--- config.mk ---
export PLATFORM = sky130hd
export DESIGN_NAME = signal_collector
export DESIGN_NICKNAME = d
export VERILOG_FILES = /design/src/rtl/signal_collector.sv
export SDC_FILE = /design/constraint.sdc
export NUM_CORES = 1
export LEC_CHECK = 0
export BUFFER_PORTS_ARGS = -buffer_cell sky130_fd_sc_hd__buf_4
export CAP_MARGIN = 20
export CORE_MARGIN = 2
export CORE_UTILIZATION = 44
export DETAILED_ROUTE_END_ITERATION = 12
export SYNTH_ARGS = -nofsm -noshare
export SYNTH_HDL_FRONTEND = slang
export SYNTH_SLANG_ARGS = --single-unit
--- constraint.sdc ---
create_clock -name clk -period 7.8 [get_ports clk]
set_input_delay 0 -clock clk [delete_from_list [all_inputs] [get_ports clk]]
set_output_delay 0 -clock clk [all_outputs]
set_load 0.05 [all_outputs]
--- src/rtl/signal_collector.sv ---
// signal_collector: records {lost, timestamp, data} entries for every change
// (or forced strobe) on a monitored bus into a FIFO. The FIFO is read through a
// first-word-fall-through valid/ready port.
module signal_collector #(
  parameter int DATA_WIDTH = 32,
  parameter int TS_WIDTH   = 32,
  parameter int FIFO_DEPTH = 16,
  parameter int DROP_WIDTH = 8
) (
  input  logic                          clk,
  input  logic                          rst,
  input  logic                          enable,
  input  logic                          clear,
  input  logic [DATA_WIDTH-1:0]         mon_data,
  input  logic                          mon_strobe,
  input  logic                          rd_ready,
  output logic                          rd_valid,
  output logic [DATA_WIDTH-1:0]         rd_data,
  output logic [TS_WIDTH-1:0]           rd_ts,
  output logic                          rd_lost,
  output logic [$clog2(FIFO_DEPTH):0]   fill_level,
  output logic                          overflow,
  output logic [DROP_WIDTH-1:0]         drop_cnt
);

  localparam int PTR_W = $clog2(FIFO_DEPTH);
  localparam int CNT_W = PTR_W + 1;
  localparam int ENT_W = 1 + TS_WIDTH + DATA_WIDTH;

  logic [ENT_W-1:0]      mem_q [FIFO_DEPTH];
  logic [ENT_W-1:0]      mem_d [FIFO_DEPTH];
  logic [PTR_W-1:0]      wr_ptr_q, wr_ptr_d;
  logic [PTR_W-1:0]      rd_ptr_q, rd_ptr_d;
  logic [CNT_W-1:0]      count_q, count_d;
  logic [TS_WIDTH-1:0]   ts_q, ts_d;
  logic [DATA_WIDTH-1:0] prev_q, prev_d;
  logic                  armed_q, armed_d;
  logic                  lost_pend_q, lost_pend_d;
  logic                  overflow_q, overflow_d;
  logic [DROP_WIDTH-1:0] drop_cnt_q, drop_cnt_d;

  logic                  full, not_empty, pop, cap, push, drop;
  logic [ENT_W-1:0]      head;

  // Next-state: capture decision, FIFO push/pop/drop bookkeeping, clear override
  always_comb begin
    not_empty = (count_q != '0);
    full      = (count_q == CNT_W'(FIFO_DEPTH));
    pop       = not_empty & rd_ready;
    cap       = enable & (~armed_q | (mon_data != prev_q) | mon_strobe);
    // A pop in the same cycle frees the slot, so a full FIFO still accepts
    push      = cap & (~full | pop);
    drop      = cap & full & ~pop;

    mem_d       = mem_q;
    wr_ptr_d    = wr_ptr_q;
    rd_ptr_d    = rd_ptr_q;
    count_d     = count_q;
    ts_d        = ts_q;
    prev_d      = prev_q;
    armed_d     = armed_q;
    lost_pend_d = lost_pend_q;
    overflow_d  = overflow_q;
    drop_cnt_d  = drop_cnt_q;

    if (push) begin
      mem_d[wr_ptr_q] = {lost_pend_q, ts_q, mon_data};
      wr_ptr_d        = wr_ptr_q + PTR_W'(1);
      lost_pend_d     = 1'b0;
    end
    if (pop) begin
      rd_ptr_d = rd_ptr_q + PTR_W'(1);
    end
    if (push && !pop) begin
      count_d = count_q + CNT_W'(1);
    end else if (pop && !push) begin
      count_d = count_q - CNT_W'(1);
    end
    if (drop) begin
      overflow_d  = 1'b1;
      lost_pend_d = 1'b1;
      if (drop_cnt_q != '1) begin
        drop_cnt_d = drop_cnt_q + DROP_WIDTH'(1);
      end
    end
    if (enable) begin
      ts_d    = ts_q + TS_WIDTH'(1);
      prev_d  = mon_data;
      armed_d = 1'b1;
    end

    // clear wins over any push/pop this cycle; stale memory is masked by count
    if (clear) begin
      wr_ptr_d    = '0;
      rd_ptr_d    = '0;
      count_d     = '0;
      ts_d        = '0;
      prev_d      = '0;
      armed_d     = 1'b0;
      lost_pend_d = 1'b0;
      overflow_d  = 1'b0;
      drop_cnt_d  = '0;
    end
  end

  // Entry storage; contents need no reset since reads are gated by rd_valid
  always_ff @(posedge clk) begin
    mem_q <= mem_d;
  end

  // Control state registers with synchronous reset
  always_ff @(posedge clk) begin
    if (rst) begin
      wr_ptr_q    <= '0;
      rd_ptr_q    <= '0;
      count_q     <= '0;
      ts_q        <= '0;
      prev_q      <= '0;
      armed_q     <= 1'b0;
      lost_pend_q <= 1'b0;
      overflow_q  <= 1'b0;
      drop_cnt_q  <= '0;
    end else begin
      wr_ptr_q    <= wr_ptr_d;
      rd_ptr_q    <= rd_ptr_d;
      count_q     <= count_d;
      ts_q        <= ts_d;
      prev_q      <= prev_d;
      armed_q     <= armed_d;
      lost_pend_q <= lost_pend_d;
      overflow_q  <= overflow_d;
      drop_cnt_q  <= drop_cnt_d;
    end
  end

  // Read port: head entry falls through, zeroed while the FIFO is empty
  always_comb begin
    head       = mem_q[rd_ptr_q];
    rd_valid   = (count_q != '0);
    rd_data    = rd_valid ? head[DATA_WIDTH-1:0] : '0;
    rd_ts      = rd_valid ? head[DATA_WIDTH +: TS_WIDTH] : '0;
    rd_lost    = rd_valid ? head[ENT_W-1] : 1'b0;
    fill_level = count_q;
    overflow   = overflow_q;
    drop_cnt   = drop_cnt_q;
  end

endmodule

# Word-level counts from Yosys, hierarchy flattened
# Cells that the tools add are included.
# classes
bitwise	13
add_sub_neg	6
n_eq_ne	3
order_cmp	3
n_reduce_logical	10
muxes	13
# ops
operator	n
$bwmux W1040	1
$bmux W65 S4	1
$demux W65 S4	1
$mux W65	3
$mux W32	2
$add A32 B1 Y32 const B	1
$ne A32 B32 Y1	1
$ge A5 B5 Y1 const B	2
$mux W5	2
$not A4 Y5	2
$add A4 B1 Y4 const B	2
$add A8 B1 Y8 const B	1
$ne A8 B8 Y1 const B	1
$add A5 B1 Y5 const B	1
$and A1 B1 Y1	5
$eq A5 B5 Y1 const B	1
$lt A5 B1 Y1 const B	1
$reduce_bool A5 Y1	1
$sub A5 B1 Y5 const B	1
$reduce_bool A2 Y1	2
$logic_and A1 B1 Y1	3
$mux W1	3
$not A1 Y1	3
$or A1 B1 Y1	3
3 further kinds	4
# word_totals
reg_bits	1128
in_bits	38
elab_cells	73
output_inout_bits	80

# Longest topological paths before layout
# Gate-level depths: netlist of the first run.
# depth
word_depth	9
depth_mapped	15
depth_no_buf	14

# Worst setup path before layout of the first run
# Ideal clock, no wire load.
# synth_path
kind	flip-flop to flip-flop
start	register count_q[0], in the netlist fill_level[0]
end	register mem_q[520] (netlist bit) (enable)
required_ps	7370
arrival_time_ps	3254
setup_slack_ps	4115
path_stages_with_launch	7
cell_sequence	dfxtp_1 > nor4_1 > nand3b_1 > nand2_1 > nor2_1 > clkbuf_1 > and3_1
# synth_between
elab_chain_cells	4
word_cells_on_any_way	6
classes_between	eq/ne: 1; bitwise: 4; reduce/logical: 1
# synth_rtl
item	line_no	text
start: declaration	34	logic [CNT_W-1:0] count_q, count_d;
start signal: assignment	126	count_q <= count_d;
$reduce_bool A5 Y1 / $eq A5 B5 Y1 (equally long branches)	47, 48	
$and A1 B1 Y1 / $not A1 Y1 (equally long branches)	49, 52	
$or A1 B1 Y1 (*)	52	push = cap & (~full | pop);
$and A1 B1 Y1 (*)	52	
via push	42	logic full, not_empty, pop, cap, push, drop;
end signal: assignment	108	mem_q <= mem_d;
end: declaration	30	logic [ENT_W-1:0] mem_q [FIFO_DEPTH];
# The timed path passes the listed nets; every way through them passes the cells marked *.
# A chain may end at the register's enable or synchronous reset.

# Worst setup path after layout of the first run
# layout_path
start	register rd_ptr_q[0]
end	output port rd_ts[30]
# layout_between
elab_chain_cells	5
# layout_rtl
item	line_no	text
start: declaration	33	logic [PTR_W-1:0] rd_ptr_q, rd_ptr_d;
start signal: assignment	125	rd_ptr_q <= rd_ptr_d;
$not A4 Y5 (not written as such)	138	head = mem_q[rd_ptr_q];
$bmux W65 S4	138	
$mux W65 (not written as such) (2 in a row)	138	
$mux W32	141	rd_ts = rd_valid ? head[DATA_WIDTH +: TS_WIDTH] : '0;
end: declaration	19	output logic [TS_WIDTH-1:0] rd_ts,
# No other way between the ends. The select of a mux whose other input is x is not followed.

==> impl_metrics.tcl, run 1 <==
set metrics [dict create \
    die_h_um 319 \
    cts_resized 0 \
    drive_above_1_share 0.289 \
    path_clk_slew_ns 0.06 \
    worstPathCellList "buf_4, mux4_2, mux4_2, and2_1, buf_4" \
    gp_congestion 0.741 \
    synth_top_area_frac 0.716 \
    slowest_delay_ns 0.95 \
    cap_violations 0 \
    totalWireLength_mm 94.9 \
    clk_latency_ns 0.67 \
    critical_path.top_delay_family "multiplexers" \
    layout_commonest_cell "edfxtp_1" \
    synth_edf_count 1040 \
    syn2layout_area_growth_pct 14.4 \
    synth_area_leaders "edfxtp_1 (72%), mux4_2 (17%), dfxtp_1 (4.0%), xor2_1 (1.1%), and2_1 (0.96%)" \
    async_reset_ff_frac 0 \
    io_buffers 117 \
    routedWlPerCell_um 26.7 \
    max_freq_mhz 244 \
    cts_tree "yes" \
    arrival_ns 4.10 \
    final_cell_count_no_fill 3556 \
    p_leak_nw 15.6 \
    drv_slew 0 \
    syn_inst 1979 \
    synth_warnings 0 \
    layout_common_cells "edfxtp_1 (1,040), mux4_2 (325), buf_4 (142)" \
    critPathSlowestCell "dfxtp_4" \
    worstMarginPinSlew_ns 1.33 \
    drt-initial-drc-count 2118 \
    slew_headroom 0.112 \
    insertedDiodeCount 0 \
    htreeDepth 3 \
    initial_core_util 0.444 \
    drc 0 \
    fin_tns_setup_ns 0 \
    place_inst 3311 \
    syn_area_per_cell_um2 22.0 \
    syn_area_um2 43600 \
    setup.worst_path.class "reg2out" \
    overflow 0 \
    row_count 115 \
    routed_via_density 5.69 \
    ir_worst_vdd_uv 202 \
    cts_root_buf "clkbuf_16" \
    num_io_pins 118 \
    synthesis.nets 2029 \
    final_nets 2225 \
    holdWs_ns 0.196 \
    fin_skew_ns 0.0412 \
    hpwlAfterDp_mm 48.9 \
    synth_ff_type "edfxtp_1" \
    synth_cell_types 40 \
    outcome "finished, final reports clean" \
    cp-start-kind "register" \
    path_buf_inv 2 \
    hold_viol 0 \
    yosysTopAreaCell "edfxtp_1" \
    cp_data_required_time_ns 7.80 \
    min_path_type "in2reg" \
    post-route-period-util 0.525 \
    grtUsageTotal 0.187 \
    numCtsBuffers 111 \
    period_minus_slack_ns 4.10 \
    setup-violations-final 0 \
    die_w_um 319 \
    cp_max_fo 46 \
    clkSinkCount 1128 \
    via_count 20200 \
    cp-end-kind "primary output" \
    fillerInstances 7721 \
    clock_tree.buffer_depth 3 \
    die-area_um2 102000 \
    fp.coreArea_um2 98300 \
    rsz0062_at_grt "false" \
    grt_pass1_vias 21000 \
    dr.pass1.iters 5 \
    grt_max_degree 165 \
    ys_seq_area_frac 0.756 \
    antenna_found_initial 6 \
    grt_pass1_wl_mm 140 \
    final_antenna_net_count 0 \
    powerDensity_nw_per_um2 264 \
    synth-seq-cells 1128 \
]
[synthesized netlist by cell type (7+ instances only)]
master	n
nand3_1	24
edfxtp_1	1040
xnor2_1	12
and2_1	67
mux4_2	325
clkbuf_1	50
mux2i_1	35
buf_6	20
nand2_1	20
o21ai_0	7
buf_1	10
nor2_1	83
nor4_1	10
a21oi_1	20
ha_1	11
buf_2	19
nand4_1	9
xor2_1	54
or3_1	8
dfxtp_1	88
and3_1	20
[logic make-up after synthesis]
group | Yosys count | synth area share
buffers and inverters | 105 | 0.0130
xor gates and xnor gates | 66 | 0.0133
and+or+nand+nor | 266 | 0.0322
AOI/OAI and AO/OA | 42 | 0.00568
adders and majority gates | 12 | 0.00361
muxes | 360 | 0.176
DFF | 1128 | 0.756
[flip-flops by register name, summed over array words and instances (netlist names), 4 cells and up]
signal and cells:
fill_level 5, mem_q 1040, wr_ptr_q 4, drop_cnt 8, rd_ptr_q 4, prev_q 32, ts_q 32
[where the power goes]
group          switching (W)  internal [W]
clock network        0.00220       0.00307
registers          0.0000383       0.00661
logic               0.000809      0.000461
total                0.00305        0.0101
[timing repair]
action                                  4_1_cts  5_1_grt
hold endpoints to repair                    558        0
endpoints found under the setup margin        0        0
hold buffers                                 38        0
buffers inserted                              0        0
[layer usage]
layer | up-vias | wire, um | global-route usage
li1 | 8626 | - | -
met1 | 10900 | 41400 | 0.271
met2 | 607 | 46100 | 0.301
met3 | 120 | 5670 | 0.0287
met4 | 4 | 1650 | 0.0461
met5 | - | 21 | 0
[area by class of cell]
type,instances,area (um2),area share
inverter,6,22.5,0.000451
sequential,1128,33000,0.662
tap,1287,1610,0.0323
clock inverter,65,623,0.0125
clock buffer,142,3000,0.0601
timing repair buffer,182,1490,0.0298
multi-input combinational,746,10100,0.203
[stage by stage]
stage	util	total power, W	setup slack [ns]	cell area, um2
2_1_floorplan	-	0.00766	4.12	43600
3_3_place_gp	0.467	0.00804	3.89	45900
3_5_place_dp	0.467	0.00806	3.91	45900
4_1_cts	0.508	0.0133	3.51	49900
5_1_grt	0.508	0.0136	3.38	49900
6_report	0.508	0.0132	3.70	49900
[final timing paths]
| path | start | endpoint | slack (ns) | cells after the start |
|---|---|---|---|---|
| max | rd_ptr_q[0] | rd_ts[30] | 3.70 | 5 |
| min reg2reg | armed_q | armed_q | 0.47 | 2 |
| max reg2reg | prev_q[24] | fill_level[4] | 3.89 | 14 |
| min | mon_data[15] | mem_q[925] | 0.20 | 2 |
Note: power is estimated with default switching activity, not from simulation.
==> run 2: changes to the inputs <==
==> constraint.sdc (replaced) <==
create_clock -name clk -period 3.51 [get_ports clk]
set_input_delay 0 -clock clk [delete_from_list [all_inputs] [get_ports clk]]
set_output_delay 0 -clock clk [all_outputs]
set_load 0.05 [all_outputs]
==> run 2 against run 1 <==
- power is 120% higher
- core utilization increased by 1.1 points
- clock power is 120% higher
- final area is 2.1% higher
- register-to-register slack got worse by 3.7 ns
- setup slack worse by 3.5 ns
- non-clock buffer count increased by 59
- routed wire length is 5.1% higher
- sequential share of layout area shrank 1.3 points
- critical path depth rose by 9
==> impl_metrics.tcl, run 2 (synthesized netlist as in run 1, its figures left out) <==
set metrics [dict create \
    outcome "finished, final reports clean" \
    drive_above_1_share 0.310 \
    via_count 20700 \
    dp_slack_ns 0.265 \
    cts_hold_buf 38 \
    p_seq_frac 0.498 \
    register_area_um2 33000 \
    setup.worst_path.class "reg2reg" \
    grt_pass1_vias 22000 \
    p_switching_w 0.00700 \
    layout_common_cells "edfxtp_1 (1,040), mux4_2 (325), buf_4 (160)" \
    final_cell_count_no_fill 3620 \
    power_frac_comb 0.102 \
    grt_max_degree 69 \
    utilization 0.518 \
    drv_slew 0 \
    syn2layout_area_growth_pct 16.8 \
    cts_tree "yes" \
    drc 0 \
    reg_top3 "mem_q (1040), prev_q (32), ts_q (32)" \
    final_antenna_net_count 0 \
    io_buffers 117 \
    antenna_found_initial 2 \
    num_io_pins 118 \
    layout_commonest_cell "edfxtp_1" \
    die_h_um 319 \
    fin_skew_ns 0.0234 \
    totalWireLength_mm 99.7 \
    multiInputGateArea_um2 10100 \
    intPower_w 0.0226 \
    grtUsageTotal 0.199 \
    fp.coreArea_um2 98300 \
    cp_data_required_time_ns 4.13 \
    cap_violations 0 \
    rsz0062_at_grt "false" \
    period_minus_slack_ns 3.34 \
    cp-end-kind "register" \
    hold_viol 0 \
    numCtsBuffers 113 \
    setup_slack_ns 0.174 \
    arrival_ns 3.95 \
    path_clk_slew_ns 0.06 \
    die_w_um 319 \
    min_path_type "in2reg" \
    hpwlAfterDp_mm 54.3 \
    place_inst 3370 \
    initial_core_util 0.444 \
    fillerInstances 7655 \
    die-area_um2 102000 \
    cts_root_buf "clkbuf_16" \
    overflow 0 \
    routed_via_density 5.72 \
    post-route-period-util 0.950 \
    final_nets 2286 \
    cp-start-kind "register" \
    ir_worst_vdd_uv 407 \
    drt-initial-drc-count 2030 \
    powerDensity_nw_per_um2 581 \
    reg2reg_setup_slack_ns 0.17 \
    setup-violations-final 0 \
    htreeDepth 3 \
    clock_tree.buffer_depth 3 \
    sw_frac_of_total 0.236 \
    fin_tns_setup_ns 0 \
    worstMarginPinSlew_ns 1.10 \
    p_leak_nw 16.1 \
    largest-register "mem_q" \
    largest_reg_flops 1040 \
    grt_pass1_wl_mm 148 \
    clkPwrFrac 0.400 \
    gp_congestion 0.746 \
    cp_max_fo 3 \
    clk_latency_ns 0.69 \
    slew_headroom 0.265 \
    dr.pass1.iters 5 \
    cts_resized 0 \
    cts_setup_buffers 0 \
    max_freq_mhz 300 \
    clkSinkCount 1128 \
    row_count 115 \
    routedWlPerCell_um 27.5 \
]
-- run 2: cell count changes in the layout (fill, tap and decap cells not counted), moves of 4 or more --
cell,delta
buf_12,+41
buf_4,+18
clkbuf_8,+7
clkinv_1,-7
clkinv_8,+4
-- run 2: power by group through the flow --
stage,Combinational [W],Clock [W],Sequential [W]
finish,0.00302,0.0118,0.0147
CTS,0.00308,0.0121,0.0147
detailed placement,0.00304,0,0.0150
global route,0.00319,0.0126,0.0147
floorplan,0.00197,0,0.0150
global placement,0.00302,0,0.0150
-- run 2: layer usage --
layer / track usage / vias to the layer above / wire length [um]
met5: 0 / - / 0
met4: 0.0506 / 0 / 1840
met3: 0.0344 / 129 / 5590
met2: 0.325 / 586 / 49100
met1: 0.280 / 11200 / 43200
li1: - / 8765 / -
-- run 2: final cells by class --
class	instances	area share
Sequential cell	1128	0.648
Multi-Input combinational cell	746	0.199
Clock buffer	150	0.0608
Timing Repair Buffer	241	0.0480
Tap cell	1287	0.0316
Clock inverter	59	0.0117
Inverter	6	0.000442
Antenna cell	3	0.000147
-- run 2: through the flow --
step           instance area, um2  total power (W)  hold slack, ns
2_1_floorplan               43600           0.0170          0.0989
3_3_place_gp                46900           0.0180           0.300
3_5_place_dp                46900           0.0181           0.304
4_1_cts                     50900           0.0299           0.149
5_1_grt                     50900           0.0306           0.190
6_report                    50900           0.0296           0.189
-- run 2: worst paths after layout --
| check | cells past startpoint | endpoint | start |
|---|---|---|---|
| max | 14 | fill_level[4] | prev_q[29] |
| min | 2 | mem_q[284] | mon_data[24] |
| max reg2reg | 14 | fill_level[4] | prev_q[29] |
| min reg2reg | 2 | armed_q | armed_q |
-- run 2: worst max-delay path, stage by stage (launching register included) --
cell     delay (ns)
dfxtp_1        0.32
xor2_1         0.15
nor3b_1        0.67
nand4_1        0.24
nor3_2         0.17
buf_4          0.16
nor2_1         0.07
ha_1           0.21
inv_1          0.11
ha_1           0.26
a21o_1         0.19
a21oi_1        0.17
xnor2_1        0.10
or3_1          0.32
a21oi_1        0.14
